[src/rtl/imem_uart_loader_if.sv]
// imem_uart_loader_if: UART byte stream, core imem request and SRAM lane bus of the imem loader
interface imem_uart_loader_if #(parameter int ADDR_W = 9);
   logic [7:0]          rx_data;
   logic                rx_valid;
   logic                core_rst_n;
   logic                load_done;
   logic                load_err;
   logic [3:0]          core_CEN;
   logic [3:0]          core_GWEN;
   logic [31:0]         core_WEN;
   logic [4*ADDR_W-1:0] core_A;
   logic [31:0]         core_D;
   logic [3:0]          CEN;
   logic [3:0]          GWEN;
   logic [31:0]         WEN;
   logic [4*ADDR_W-1:0] A;
   logic [31:0]         D;
   modport master (
      output rx_data, rx_valid, core_CEN, core_GWEN, core_WEN, core_A, core_D,
      input  core_rst_n, load_done, load_err, CEN, GWEN, WEN, A, D
   );
   modport slave (
      input  rx_data, rx_valid, core_CEN, core_GWEN, core_WEN, core_A, core_D,
      output core_rst_n, load_done, load_err, CEN, GWEN, WEN, A, D
   );
endinterface

[src/rtl/imem_uart_loader.sv]
// imem_uart_loader: boot loader writing a UART frame into four imem byte lanes, then handing the lanes to the core.
// Define IMEM_LOADER_CHECKSUM_EN to require a trailing XOR checksum byte after the data.
module imem_uart_loader #(
   parameter int         DEPTH     = 512,
   parameter int         ADDR_W    = 9,
   parameter logic [7:0] SYNC_BYTE = 8'hA5,
   parameter int         TIMEOUT   = 1_000_000
) (
   input logic              clk,
   input logic              rst_n,
   imem_uart_loader_if.slave bus
);
   localparam int CW = $clog2(TIMEOUT + 1);
`ifdef IMEM_LOADER_CHECKSUM_EN
   typedef enum logic [2:0] {IDLE, LEN_LO, LEN_HI, DATA, CKSUM, DONE, ERROR} state_t;
   localparam state_t ZERO_ST = CKSUM;
   localparam state_t WORD_ST = CKSUM;
`else
   typedef enum logic [2:0] {IDLE, LEN_LO, LEN_HI, DATA, LAST, DONE, ERROR} state_t;
   localparam state_t ZERO_ST = DONE;
   localparam state_t WORD_ST = LAST;
`endif
   state_t            state;
   logic [15:0]       len, word_idx, n;
   logic [1:0]        byte_cnt;
   logic [31:0]       stage, stage_nx;
   logic [CW-1:0]     idle_cnt;
   logic              timeout, in_frame, done;
   logic [3:0]        cen_r, gwen_r;
   logic [31:0]       wen_r, d_r;
   logic [ADDR_W-1:0] a_r;
   logic              core_rst_n_r, load_done_r, load_err_r;
`ifdef IMEM_LOADER_CHECKSUM_EN
   logic [7:0]        cksum;
   assign in_frame = state inside {LEN_LO, LEN_HI, DATA, CKSUM};
`else
   assign in_frame = state inside {LEN_LO, LEN_HI, DATA};
`endif
   assign n       = {bus.rx_data, len[7:0]};
   assign timeout = idle_cnt == CW'(TIMEOUT);
   assign done    = state == DONE;
   // Staging word with the incoming byte dropped into its lane
   always_comb begin
      stage_nx = stage;
      stage_nx[8*byte_cnt +: 8] = bus.rx_data;
   end
   // Frame parser with registered SRAM write strobes and status outputs
   always_ff @(posedge clk or negedge rst_n) begin
      if (!rst_n) begin
         state        <= IDLE;
         len          <= '0;
         word_idx     <= '0;
         byte_cnt     <= '0;
         stage        <= '0;
         idle_cnt     <= '0;
         cen_r        <= '1;
         gwen_r       <= '1;
         wen_r        <= '1;
         a_r          <= '0;
         d_r          <= '0;
         core_rst_n_r <= 1'b0;
         load_done_r  <= 1'b0;
         load_err_r   <= 1'b0;
`ifdef IMEM_LOADER_CHECKSUM_EN
         cksum        <= '0;
`endif
      end else begin
         cen_r        <= '1;
         gwen_r       <= '1;
         wen_r        <= '1;
         core_rst_n_r <= load_done_r;
         idle_cnt     <= bus.rx_valid ? '0 : idle_cnt + CW'(!timeout);
         if (in_frame && timeout) begin
            state      <= ERROR;
            load_err_r <= 1'b1;
            byte_cnt   <= '0;
         end else begin
            case (state)
               IDLE, ERROR: if (bus.rx_valid && bus.rx_data == SYNC_BYTE) begin
                  state      <= LEN_LO;
                  load_err_r <= 1'b0;
                  word_idx   <= '0;
                  byte_cnt   <= '0;
`ifdef IMEM_LOADER_CHECKSUM_EN
                  cksum      <= '0;
`endif
               end
               LEN_LO: if (bus.rx_valid) begin
                  len[7:0] <= bus.rx_data;
                  state    <= LEN_HI;
               end
               LEN_HI: if (bus.rx_valid) begin
                  len[15:8]  <= bus.rx_data;
                  state      <= n == '0 ? ZERO_ST : n > 16'(DEPTH) ? ERROR : DATA;
                  load_err_r <= n > 16'(DEPTH);
               end
               DATA: if (bus.rx_valid) begin
                  stage    <= stage_nx;
                  byte_cnt <= byte_cnt + 2'd1;
`ifdef IMEM_LOADER_CHECKSUM_EN
                  cksum    <= cksum ^ bus.rx_data;
`endif
                  if (byte_cnt == 2'd3) begin
                     cen_r    <= '0;
                     gwen_r   <= '0;
                     wen_r    <= '0;
                     a_r      <= word_idx[ADDR_W-1:0];
                     d_r      <= stage_nx;
                     word_idx <= word_idx + 16'd1;
                     if (word_idx == len - 16'd1) state <= WORD_ST;
                  end
               end
`ifdef IMEM_LOADER_CHECKSUM_EN
               CKSUM: if (bus.rx_valid) begin
                  state      <= bus.rx_data == cksum ? DONE : ERROR;
                  load_err_r <= bus.rx_data != cksum;
               end
`else
               LAST: state <= DONE;
`endif
               DONE: load_done_r <= 1'b1;
               default: state <= IDLE;
            endcase
         end
      end
   end
   assign bus.CEN        = done ? bus.core_CEN  : cen_r;
   assign bus.GWEN       = done ? bus.core_GWEN : gwen_r;
   assign bus.WEN        = done ? bus.core_WEN  : wen_r;
   assign bus.A          = done ? bus.core_A    : {4{a_r}};
   assign bus.D          = done ? bus.core_D    : d_r;
   assign bus.core_rst_n = core_rst_n_r;
   assign bus.load_done  = load_done_r;
   assign bus.load_err   = load_err_r;
endmodule
[src/flat_wrapper.sv]
// flat-port wrapper written by rule: the top's interface ports become plain ports
module imem_uart_loader_flat 
#(
   parameter int         DEPTH     = 512,
   parameter int         ADDR_W    = 9,
   parameter logic [7:0] SYNC_BYTE = 8'hA5,
   parameter int         TIMEOUT   = 1_000_000
)
  (clk, rst_n, bus_rx_data, bus_rx_valid, bus_core_CEN, bus_core_GWEN, bus_core_WEN, bus_core_A, bus_core_D, bus_core_rst_n, bus_load_done, bus_load_err, bus_CEN, bus_GWEN, bus_WEN, bus_A, bus_D);
  imem_uart_loader_if #(.ADDR_W(ADDR_W)) bus_i ();
  input logic clk;
  input logic rst_n;
  input wire logic [$bits(bus_i.rx_data)-1:0] bus_rx_data;
  input wire logic [$bits(bus_i.rx_valid)-1:0] bus_rx_valid;
  input wire logic [$bits(bus_i.core_CEN)-1:0] bus_core_CEN;
  input wire logic [$bits(bus_i.core_GWEN)-1:0] bus_core_GWEN;
  input wire logic [$bits(bus_i.core_WEN)-1:0] bus_core_WEN;
  input wire logic [$bits(bus_i.core_A)-1:0] bus_core_A;
  input wire logic [$bits(bus_i.core_D)-1:0] bus_core_D;
  output wire logic [$bits(bus_i.core_rst_n)-1:0] bus_core_rst_n;
  output wire logic [$bits(bus_i.load_done)-1:0] bus_load_done;
  output wire logic [$bits(bus_i.load_err)-1:0] bus_load_err;
  output wire logic [$bits(bus_i.CEN)-1:0] bus_CEN;
  output wire logic [$bits(bus_i.GWEN)-1:0] bus_GWEN;
  output wire logic [$bits(bus_i.WEN)-1:0] bus_WEN;
  output wire logic [$bits(bus_i.A)-1:0] bus_A;
  output wire logic [$bits(bus_i.D)-1:0] bus_D;
  assign bus_i.rx_data = bus_rx_data;
  assign bus_i.rx_valid = bus_rx_valid;
  assign bus_i.core_CEN = bus_core_CEN;
  assign bus_i.core_GWEN = bus_core_GWEN;
  assign bus_i.core_WEN = bus_core_WEN;
  assign bus_i.core_A = bus_core_A;
  assign bus_i.core_D = bus_core_D;
  assign bus_core_rst_n = bus_i.core_rst_n;
  assign bus_load_done = bus_i.load_done;
  assign bus_load_err = bus_i.load_err;
  assign bus_CEN = bus_i.CEN;
  assign bus_GWEN = bus_i.GWEN;
  assign bus_WEN = bus_i.WEN;
  assign bus_A = bus_i.A;
  assign bus_D = bus_i.D;
  imem_uart_loader #(.DEPTH(DEPTH), .ADDR_W(ADDR_W), .SYNC_BYTE(SYNC_BYTE), .TIMEOUT(TIMEOUT)) u_core (.clk(clk), .rst_n(rst_n), .bus(bus_i));
endmodule
[config.mk]
export PLATFORM = sky130hd
export DESIGN_NAME = imem_uart_loader_flat
export DESIGN_NICKNAME = d
export VERILOG_FILES = /design/src/rtl/imem_uart_loader_if.sv /design/src/rtl/imem_uart_loader.sv /design/src/flat_wrapper.sv
export SDC_FILE = /design/constraint.sdc
export NUM_CORES = 1
export LEC_CHECK = 0
export ABC_AREA = 1
export BUFFER_PORTS_ARGS = -buffer_cell sky130_fd_sc_hd__buf_4
export CORE_MARGIN = 2
export CORE_UTILIZATION = 30
export DETAILED_ROUTE_END_ITERATION = 8
export MAX_ROUTING_LAYER = met4
export SYNTH_ARGS = -nofsm -noshare
export SYNTH_HDL_FRONTEND = slang
export SYNTH_SLANG_ARGS = --single-unit
[constraint.sdc]
create_clock -name clk -period 6.15 [get_ports clk]
set_input_delay 1.23 -clock clk [delete_from_list [all_inputs] [get_ports clk]]
set_output_delay 1.23 -clock clk [all_outputs]
set_load 0.02 [all_outputs]
==> results.md <==
* Worst path buffer plus inverter count at 1
* Avg Inst Size Synth at 7.167 sq um
* Flops & latches, synth at 134
* Core Area at 0.02621 sq mm
* Drt first pass iters at 5
* Max-cap check violation count at 0
* Clk pwr share at 26.7%
* Max clock buf depth at 2
* RSZ-0062 raised after global routing: no
* Die height at 167.9 um
* Synthesized cell area at 0.008055 sq mm
* Register area share after synthesis at 41.64%
* First-pass GRT wire length at 38.18 mm
* Int Power at 0.002217 W
* Hold WC Path Type: reg -> reg
* Crit path required time at 4.92 ns
* Post-route cell area at 0.01056 sq mm
* Clk slew on worst S/H paths at 0.06 ns
* Critical-path top delay cell: nand2_1
* Placed cell areas at 0.01001 sq mm
* Antenna cell count at 0
* HPWL after DPL at 17.87 mm
* Vias at 7,964
* Largest net degree at the start of global routing at 86
* CP startpoint kind: register
* Tightest Pin Transition at 0.9681 ns
* Max incr delay on CP at 0.93 ns
* CTS Buf Count at 17
* Initial antenna violation count at 0
* Max rail drop VDD at 0.2157 mV
* Iteration-0 DRC Markers at 528
* FFs w/ async S/R, synth at 100.0%
* I/O Pins at 230
* Final Skew at 0.01181 ns
* R2R setup slack at 3.10 ns
* Pre-CTS WS at 2.454 ns
* Worst Path Max Fanout at 56
* P&R area growth vs syn at 31.14%
* Gr ovfl total at 0
* Cts repair resizes at 0
* RD Place Congestion at 0.8623
* Post-CTS Hold Buffers at 0
* Commonest non-fill, non-tap cells in the layout: nand2_1, buf_4, inv_1
* Final ANT Viol Nets at 0
* Yosys cell types at 42
* CTS tree: yes
* Die W at 167.9 um
* Final Util at 40.31%
* Synth Flop Type: dfrtp_1
* Crit Path Category: reg -> out
* Worst-Skew Late Latency at 0.42 ns
* Starting density of the core at 30.74%
* Nets at 1,459
* # setup viols final at 0
* Root Driver: clkbuf_16
* Fin crit share at 66.70%
* CP top delay family: simple AND/OR/NAND/NOR gates
* Tot GR Track Use at 17.27%
* Synthesis Warnings at 0
* DRC viols at 0
* Via density at 4.752
* Final setup margin at 2.048 ns
* Final hold vios at 0
* Vias in the first global route at 7,474
* Sw Share at 39.46%
* Postcts setup bufs at 0
* Power Dens Cells at 346.6 mW/mm^2
* Area of the die at 0.02818 sq mm
* Fmax at 243.8 MHz
* Slew Limit Fails at 0
* Combinational share of power at 40.3%
* CP arrival at 2.87 ns
* Port bufs at 229
* DRT Wirelength at 24.06 mm
* Mapped Cells at 1,124
* Status: finished, final reports clean
* Switch Pwr at 0.001445 W
* Slew margin rel. at 35.31%
* Wire per inst at 14.36 um
* Mapped Nets at 1,254
* Seq pwr share at 32.9%
* CP Capture Type: primary output
* Critical Path, Cell by Cell: nand3_4 -> nand2_1 -> o21ai_0 -> buf_4
* Rows at 59
* Most common cell after layout, fill and taps aside: nand2_1
* Number of synthesized flops with an enable pin at 0
* Pleak at 5.413 nW
* H-tree depth at 4
* Clk sinks at 134
* Layout cell share with drive strength beyond 1 at 22.45%
* Setup TNS at 0 ns
* Fin crit period at 4.102 ns
## cells in the mapped netlist, types with 2 or more instances
master      n  area share (%)
nor2_2      6            0.47
nand3b_1    2            0.19
inv_1     196             9.1
inv_2       5            0.23
o21ai_1    11            0.68
and3_1      2            0.16
nand3_1    52             3.2
nor3_1     18             1.1
ha_1       11             1.7
buf_2       9            0.56
buf_1       7            0.33
a21oi_1    40             2.5
or2_2       3            0.23
o21ai_0   161              10
buf_4       5            0.47
mux2_2     12             1.7
nand4_1    14             1.1
o21ai_2     2            0.22
nor4_1      4            0.31
xnor2_1     5            0.54
xor2_1     17             1.8
nand2_1   240              11
o22ai_1    37             2.9
clkbuf_1   22             1.0
nor2_1     88             4.1
dfrtp_1   133              41
nand2_2     3            0.23
buf_6       5            0.70
## registers in the layout, summed over array words and instances (netlist names)
register               flops
u_core.d_r                32
u_core.stage              32
u_core.len                16
u_core.a_r                 9
u_core.bus.load_err        1
u_core.bus.core_rst_n      1
u_core.word_idx           16
u_core.byte_cnt            2
u_core.bus.load_done       1
u_core.idle_cnt           20
u_core.cen_r               1
u_core.state               3
## kinds of logic (layout without fill, tap and decap cells)
family / after synthesis / in the layout / synth area share, %
flops: 134 / 134 / 41.64
simple gates: 439 / 439 / 23.22
compound gates: 257 / 257 / 16.92
fa+ha+maj: 11 / 11 / 1.709
xor+xnor: 22 / 22 / 2.392
mux: 12 / 12 / 1.678
buf+inv: 249 / 466 / 12.44
## power groups by stage
stage | sequential [W] | clock (W) | combinational [W]
after global routing | 0.00123 | 0.00104 | 0.00166
after global placement | 0.00122 | 0 | 0.00146
after detailed placement | 0.00122 | 0 | 0.00147
after CTS | 0.00121 | 0.00101 | 0.00149
final | 0.00121 | 0.000978 | 0.00148
after floorplan | 0.00118 | 0 | 0.00103
## per-layer routing
metal	wire (um)	GRT usage [%]	up-vias	part of all wire (%)
met5	0	-	-	0
met4	605	5.822	0	2.5
met3	1650	4.255	32	6.9
met2	10900	27.33	283	45
met1	10900	21.65	3650	45
li1	-	-	3999	-
## worst register-to-register path, delay by kind of cell, from the launching register on
family,cells,cell delay [ns]
compound gates,1,0.18
simple gates,5,1.04
flops,1,0.49
buf+inv,4,1.20
## metrics by stage
step	hold slack (ns)	instances	total power [W]
3_3_place_gp	0.3860	1645	0.002674
4_1_cts	0.4046	1676	0.003699
2_1_floorplan	0.4435	1124	0.002209
6_report	0.4014	1676	0.003662
3_5_place_dp	0.3910	1645	0.002696
5_1_grt	0.4135	1676	0.003935
## worst paths after layout
| path | startpoint | to | cells past startpoint |
|---|---|---|---|
| worst max-delay path | u_core.state[2] | bus_WEN[25] | 4 |
| worst min-delay path | u_core.bus.load_done | u_core.bus.core_rst_n | 0 |
| worst max register to register | u_core.state[2] | u_core.d_r[25] | 10 |
| worst min register to register | u_core.bus.load_done | u_core.bus.core_rst_n | 0 |
| max in group asynchronous | rst_n | u_core.stage[28] | 2 |
| min in group asynchronous | rst_n | u_core.d_r[25] | 1 |
## layout make-up
type	count	area, sq um
Clock buffer	21	450.4
Clock inverter	10	106.4
Fill cell	2738	15640
Inverter	201	754.5
Multi-Input combinational cell	741	3719
Sequential cell	134	3354
Tap cell	335	419.2
Timing Repair Buffer	234	1760
(Power assumes the default switching activity.)
